<file path="src/rtl/paralelo_serial_tx_pkg.sv">
// Shared definitions for the paralelo_serial_tx TX lane: symbol defaults, FSM encoding
// and bit-counter sizing.
package paralelo_serial_tx_pkg;

   localparam logic [7:0] COM_SYM_DEF = 8'hBC;
   localparam logic [7:0] IDL_SYM_DEF = 8'h7C;

   localparam int unsigned BIT_CNT_W = 3;
   localparam logic [BIT_CNT_W-1:0] BIT_CNT_LAST = 3'd7;

   typedef enum logic {
      TRAIN  = 1'b0,
      ACTIVE = 1'b1
   } state_t;

endpackage

</file>
<file path="src/rtl/paralelo_serial_tx_shifter.sv">
// 8-bit MSB-first symbol shifter. The cycle with bit_cnt == 7 is the symbol boundary,
// where next_sym is loaded instead of shifting.
module paralelo_serial_tx_shifter
   import paralelo_serial_tx_pkg::*;
(
   input  logic       clk_32f,
   input  logic       reset,
   input  logic [7:0] next_sym,
   output logic       serial_bit,
   output logic       boundary
);

   logic [7:0]           shift_reg;
   logic [BIT_CNT_W-1:0] bit_cnt;

   assign boundary   = (bit_cnt == BIT_CNT_LAST);
   assign serial_bit = shift_reg[7];

   // NOTE: sequential state uses non-blocking assignments so every register samples
   // pre-edge values; the bit counter resets to 7 so edge 1 is already a boundary.
   always_ff @(posedge clk_32f or posedge reset) begin
      if (reset) begin
         shift_reg <= 8'h00;
         bit_cnt   <= BIT_CNT_LAST;
      end else if (boundary) begin
         shift_reg <= next_sym;
         bit_cnt   <= '0;
      end else begin
         shift_reg <= {shift_reg[6:0], 1'b0};
         bit_cnt   <= bit_cnt + 1'b1;
      end
   end

endmodule

</file>
<file path="src/rtl/paralelo_serial_tx.sv">
// paralelo_serial_tx: TX parallel-to-serial stage with COM training burst, IDL fill and a
// one-entry valid/ready hold register. Define PS_TX_COUNT_EN to add the tx_count output.
module paralelo_serial_tx
   import paralelo_serial_tx_pkg::*;
#(
   parameter int unsigned COM_COUNT = 4,
   parameter logic [7:0]  COM_SYM   = COM_SYM_DEF,
   parameter logic [7:0]  IDL_SYM   = IDL_SYM_DEF
) (
   input  logic        clk_32f,
   input  logic        reset,
   input  logic        valid_in,
   input  logic [7:0]  data_in,
   output logic        ready_out,
   output logic        data_out,
   output logic        active_out
`ifdef PS_TX_COUNT_EN
   ,
   output logic [15:0] tx_count
`endif
);

   localparam logic [3:0] COM_LAST = COM_COUNT[3:0];

   state_t     state;
   state_t     state_nxt;
   logic [3:0] com_cnt;
   logic       com_inc;
   logic       hold_valid;
   logic [7:0] hold_data;
   logic [7:0] next_sym;
   logic       boundary;
   logic       drain;
   logic       accept;

   paralelo_serial_tx_shifter u_shifter (
      .clk_32f    (clk_32f),
      .reset      (reset),
      .next_sym   (next_sym),
      .serial_bit (data_out),
      .boundary   (boundary)
   );

   // NOTE: every combinational output gets a default first so no path infers a latch.
   always_comb begin
      state_nxt = state;
      next_sym  = IDL_SYM;
      drain     = 1'b0;
      com_inc   = 1'b0;
      unique case (state)
         TRAIN: begin
            if (com_cnt == COM_LAST) begin
               next_sym = hold_valid ? hold_data : IDL_SYM;
               drain    = boundary && hold_valid;
               if (boundary) state_nxt = ACTIVE;
            end else begin
               next_sym = COM_SYM;
               com_inc  = boundary;
            end
         end
         ACTIVE: begin
            next_sym = hold_valid ? hold_data : IDL_SYM;
            drain    = boundary && hold_valid;
         end
         default: state_nxt = TRAIN;
      endcase
   end

   // Drain-through: a full hold can still accept on the ACTIVE boundary that empties it.
   assign ready_out  = !hold_valid || ((state == ACTIVE) && drain);
   assign accept     = valid_in && ready_out;
   assign active_out = (state == ACTIVE);

   always_ff @(posedge clk_32f or posedge reset) begin
      if (reset) begin
         state      <= TRAIN;
         com_cnt    <= 4'd0;
         hold_valid <= 1'b0;
         hold_data  <= 8'h00;
      end else begin
         state <= state_nxt;
         if (com_inc) com_cnt <= com_cnt + 1'b1;
         if (accept) begin
            hold_data  <= data_in;
            hold_valid <= 1'b1;
         end else if (drain) begin
            hold_valid <= 1'b0;
         end
      end
   end

`ifdef PS_TX_COUNT_EN
   always_ff @(posedge clk_32f or posedge reset) begin
      if (reset)      tx_count <= 16'h0000;
      else if (drain) tx_count <= tx_count + 16'h0001;
   end
`endif

endmodule

</file>
<file path="config.mk">
export PLATFORM = sky130hd
export DESIGN_NAME = paralelo_serial_tx
export DESIGN_NICKNAME = d
export VERILOG_FILES = /design/src/rtl/paralelo_serial_tx_pkg.sv /design/src/rtl/paralelo_serial_tx_shifter.sv /design/src/rtl/paralelo_serial_tx.sv
export SDC_FILE = /design/constraint.sdc
export NUM_CORES = 1
export LEC_CHECK = 0
export ABC_AREA = 1
export CAP_MARGIN = 40
export CORE_MARGIN = 5
export CORE_UTILIZATION = 33
export DETAILED_ROUTE_END_ITERATION = 12
export PLACE_DENSITY = 0.59
export SETUP_SLACK_MARGIN = 0.5
export SLEW_MARGIN = 40
export SYNTH_ARGS = -nofsm -noshare
export SYNTH_HDL_FRONTEND = slang
export SYNTH_SLANG_ARGS = --single-unit
</file>
<file path="constraint.sdc">
create_clock -name clk_32f -period 1.8 [get_ports clk_32f]
set_clock_uncertainty 0.15 [all_clocks]
set_input_delay 0.36 -clock clk_32f [delete_from_list [all_inputs] [get_ports clk_32f]]
set_output_delay 0.36 -clock clk_32f [all_outputs]
set_load 0.01 [all_outputs]
</file>
After elaboration in Yosys (flattened, before gate mapping)
Cells that the tools add are included.
{ "totals": {"inputBits": 11, "mem_bits_ro": 0, "latch_bits": 0, "register_bits": 25, "mem_count": 0, "out_inout_bits": 3, "mem_bits_rw": 0} }
{ "classes": {"bitwise": 1, "n_eq_ne": 2, "order_cmp": 0, "n_reduce_logical": 6, "mux": 14, "n_shift": 0, "n_div": 0, "addsub": 2, "mul": 0} }
{ "op_table": {"columns": ["operator", "n"], "rows": [
  ["$mux 8", 3],
  ["$pmux 8 s2", 1],
  ["$mux 1", 8],
  ["$add 4x1->4 const B", 1],
  ["$eq 4x3->1 const B", 1],
  ["$add 3x1->3 const B", 1],
  ["$eq 3x3->1 const B", 1],
  ["$logic_and 1x1->1", 3],
  ["$mux 3", 1],
  ["$pmux 1 s2", 1],
  ["$reduce_bool 2->1", 1],
  ["$logic_not 1->1", 1],
  ["$logic_or 1x1->1", 1],
  ["$not 1->1", 1]
]} }

Logic depth before layout (Yosys ltp)
{ "logic_depth": {"ltp_word": 8, "ltp_mapped": 8, "mapped_depth_nobuf": 7} }

Hierarchy
A second synthesis with hierarchy kept.
{ "unflattened": {"hier_cells": 137, "area_unflattened_um2": 1126.1} }
{ "by_module_without_submodules": {"columns": ["module", "cells_per_inst", "area_each_um2", "seq_area_each_um2", "instances"], "rows": [
  ["paralelo_serial_tx", 97, 713.2, 350.3, 1],
  ["paralelo_serial_tx_shifter", 40, 412.9, 279.0, 1]
]} }

Worst setup path before layout
Ideal clock, no wire load.
{ "synth_path": {"kind": "register to output", "startpoint": "reg u_shifter.bit_cnt[0]", "endpoint": "out ready_out", "slack_ps": 62, "t_arrival_ps": 1228, "required_time_ps": 1290, "path_stages_with_launch": 6, "cell_sequence": "dfstp_2 > ha_1 > ha_1 > buf_6 > inv_6 > o21ai_4"} }
{ "synth_between": {"elab_chain_cells": 6} }
{ "synth_lines": {"columns": ["element", "line_no", "text"], "rows": [
  ["start, declared", "paralelo_serial_tx_shifter.sv:14", "logic [BIT_CNT_W-1:0] bit_cnt;"],
  ["start signal, assigned", "paralelo_serial_tx_shifter.sv:30", "bit_cnt <= bit_cnt + 1'b1;"],
  ["$eq 3x3->1 *", "paralelo_serial_tx_shifter.sv:16", "assign boundary = (bit_cnt == BIT_CNT_LAST);"],
  ["$logic_and 1x1->1 *", "paralelo_serial_tx.sv:54, paralelo_serial_tx.sv:63", null],
  ["$mux 1", "paralelo_serial_tx.sv:52", "if (com_cnt == COM_LAST) begin"],
  ["$pmux 1 s2 *", "paralelo_serial_tx.sv:50", "unique case (state)"],
  ["$logic_and 1x1->1 *", "paralelo_serial_tx.sv:70", "assign ready_out = !hold_valid || ((state == ACTIVE) && drain);"],
  ["$logic_or 1x1->1 *", "paralelo_serial_tx.sv:70", null],
  ["end, declared", "paralelo_serial_tx.sv:14", "output logic ready_out,"]
]} }
Mark *: on every way between the ends. The rest lies on a longest branch, timed or not.

Worst setup path after layout
Ends and elaborated chain as after synthesis.

==> results.md <==
* Asr flop ratio synth at 100.0%
* Core ar. at 3103 sq um
* Hpwl dp at 1526 um
* Largest net degree at the start of global routing at 26
* Syn Inst Count at 112
* Post-cts hold buffer count at 0
* Min-Delay Path Class: in2async
* CTS Sinks at 25
* Arrival @ worst endpoint at 1.47 ns
* Max Transition Viols Final at 0
* Post-route ant nets at 0
* Drt pass-1 iters at 2
* Worst slew margin at 66.26%
* Starting DRT DRC Count at 22
* Status: complete, but fails checks
* RSZ-0062 raised after global routing: yes
* Syn Nets at 127
* CTS HTree Levels at 1
* Clk root buf: clkbuf_4
* Worst setup SP type: flop
* Mapped Area at 1077 sq um
* Clock Pin Slew Worst Setup and Hold Paths at 0.13 ns
* DR top layer: met4
* Synth warn at 0
* Gate power share at 15.6%
* Clock power share at 22.8%
* Top-count cell post-synth: nand2_1
* Power density cells at 641.7 nW/um^2
* EDFF count, synth at 0
* Die width at 67.14 um
* Vias in the first global route at 938
* P_leak at 0.7718 nW
* Area growth syn-to-layout at 53.77%
* RR Startpoint: u_shifter.bit_cnt[0]$_DFF_PP1_
* Fin crit share at 110.1%
* Max cap viols at 0
* Seq pwr share at 61.7%
* Setup ws final at -0.1817 ns
* Synthesized area per cell at 9.619 sq um
* Final WL at 2409 um
* Area leader, netlist: dfrtp_1
* Final Total Pwr at 1.063 mW
* Cell variety after synth at 19
* Routed length on met1 at 1026 um
* RD Place Congestion at 0.7316
* Maximum clock insertion buffer count at 2
* Post-synthesis register bit count at 25
* Worst Setup SP: u_shifter.bit_cnt[0]$_DFF_PP1_
* Sw frac at 25.45%
* Final layout net count at 165
* Synth top area share at 51.10%
* Synth top cells by count: 35 x nand2_1, 22 x dfrtp_1, 13 x nand3_1
* Synth area leaders: dfrtp_1 51%, nand2_1 12%, dfstp_2 7.3%
* CTS buffer count at 3
* Die ar. at 4507 sq um
* WL met2 at 1309 um
* VDD IR max at 326.1 uV
* Post-DP Area at 1310 sq um
* # rows at 20
* Worst Tran Pin Value at 0.5046 ns
* Crit path kind: reg2out
* Via count at 881
* Metal3 WL at 63 um
* R2R cell count at 11
* CTS tree: yes
* Effective utilization at floorplan at 34.72%
* Worst skew pair latency at 0.31 ns
* # setup viols final at 19
* Number of port buffers at 13
* DP Worst Slack at -0.2439 ns
* Congestion Overflow GR at 0
* Die height at 67.14 um
* Final min period at 1.982 ns
* Via density at 4.565
* Share of cells above drive strength 1 at 42.28%
* CP required at 1.29 ns
* Tot GR Track Use at 12.38%
* # IOs at 14
* Initial antenna violation count at 0
* Antenna diodes at 0
* Finished Cell Area at 1657 sq um
* WL/cell at 12.48 um
* Crit path max fanout at 2
* Remaining DRCs at 0
* Internal at 0.7925 mW
* Post-synthesis sequential area ratio at 58.42%
* Final hold viol count at 0
* Upper clock frequency limit at 0.5046 GHz
* P_sw at 0.2705 mW
* Capturing element type of the critical path: output pin
* First-pass GRT wire length at 4215 um
* Failing checks: setup timing
* Final Core Density at 53.39%
* Final Hold Slack at 0.2406 ns
* Primary FF master, synth: dfrtp_1
[repair_timing]
action	CTS	global route
buffers inserted	11	4
endpoints found under the setup margin	26	26
pin swaps	6	4
gates cloned	1	1
gates resized for setup	38	26
hold endpoints to repair	0	0
[path summary, 6_finish.rpt]
path	endpoint	slack, ns
worst max-delay path	ready_out	-0.18
worst min-delay path	hold_data[1]$_DFFE_PP0P_	0.24
worst max register to register	hold_data[7]$_DFFE_PP0P_	-0.11
worst min register to register	u_shifter.shift_reg[1]$_DFF_PP0_	0.33
max in group asynchronous	u_shifter.bit_cnt[2]$_DFF_PP1_	0.97
min in group clk_32f	u_shifter.shift_reg[1]$_DFF_PP0_	0.33
[per-layer routing]
metal / GRT usage (%) / vias up
li1: - / 441
met1: 15.53 / 424
met2: 21.96 / 14
met3: 2.163 / 2
met4: 3.038 / 0
met5: 0 / -
[power by group through the flow]
| stage | sequential [mW] | clock, mW | combinational [mW] |
|---|---|---|---|
| global route | 0.665 | 0.278 | 0.188 |
| finish | 0.656 | 0.242 | 0.165 |
| global placement | 0.652 | 0 | 0.124 |
| detailed placement | 0.653 | 0 | 0.127 |
| floorplan | 0.647 | 0 | 0.0709 |
| CTS | 0.646 | 0.253 | 0.146 |
[critical path, stage by stage, from the launching register on]
cell     delay [ns]
dfstp_2        0.58
ha_4           0.14
ha_4           0.15
inv_6          0.03
o21ai_4        0.13
buf_6          0.12
[kinds of logic (layout without fill, tap and decap cells)]
group / count (synthesis) / count (layout) / share of synthesized area [%]
xor gates and xnor gates: 1 / 1 / 0.8132
buffers and inverters: 10 / 46 / 4.646
AOI/OAI and AO/OA: 8 / 8 / 4.879
DFF: 25 / 25 / 58.42
adders and majority gates: 4 / 4 / 4.646
and+or+nand+nor: 64 / 65 / 26.60
[per-stage QoR]
step,cells,TNS [ns]
after floorplan,112,0
after CTS,188,-0.8644
after detailed placement,172,-0.2439
final,193,-1.445
after global placement,172,-0.2256
after global routing,193,-2.920
[layout make-up]
type / instances / area (sq um)
repair buffers: 34 / 347.8
well taps: 44 / 55.05
inverters: 8 / 37.54
fillers: 297 / 1446
flip-flops and latches: 25 / 629.4
multi-input cells: 78 / 560.5
clock buffers: 4 / 26.28
[cell usage in the layout, fill, tap and decap left out, types with 6 or more instances in the layout]
cell type / netlist / routed
nand2_2: 1 / 11
nand2_1: 35 / 23
nand3_1: 13 / 10
dfrtp_1: 22 / 22
clkdlybuf4s50_1: 0 / 10
buf_6: 1 / 8
inv_1: 7 / 6
buf_4: 0 / 9
Note: power is estimated with default switching activity, not from simulation.
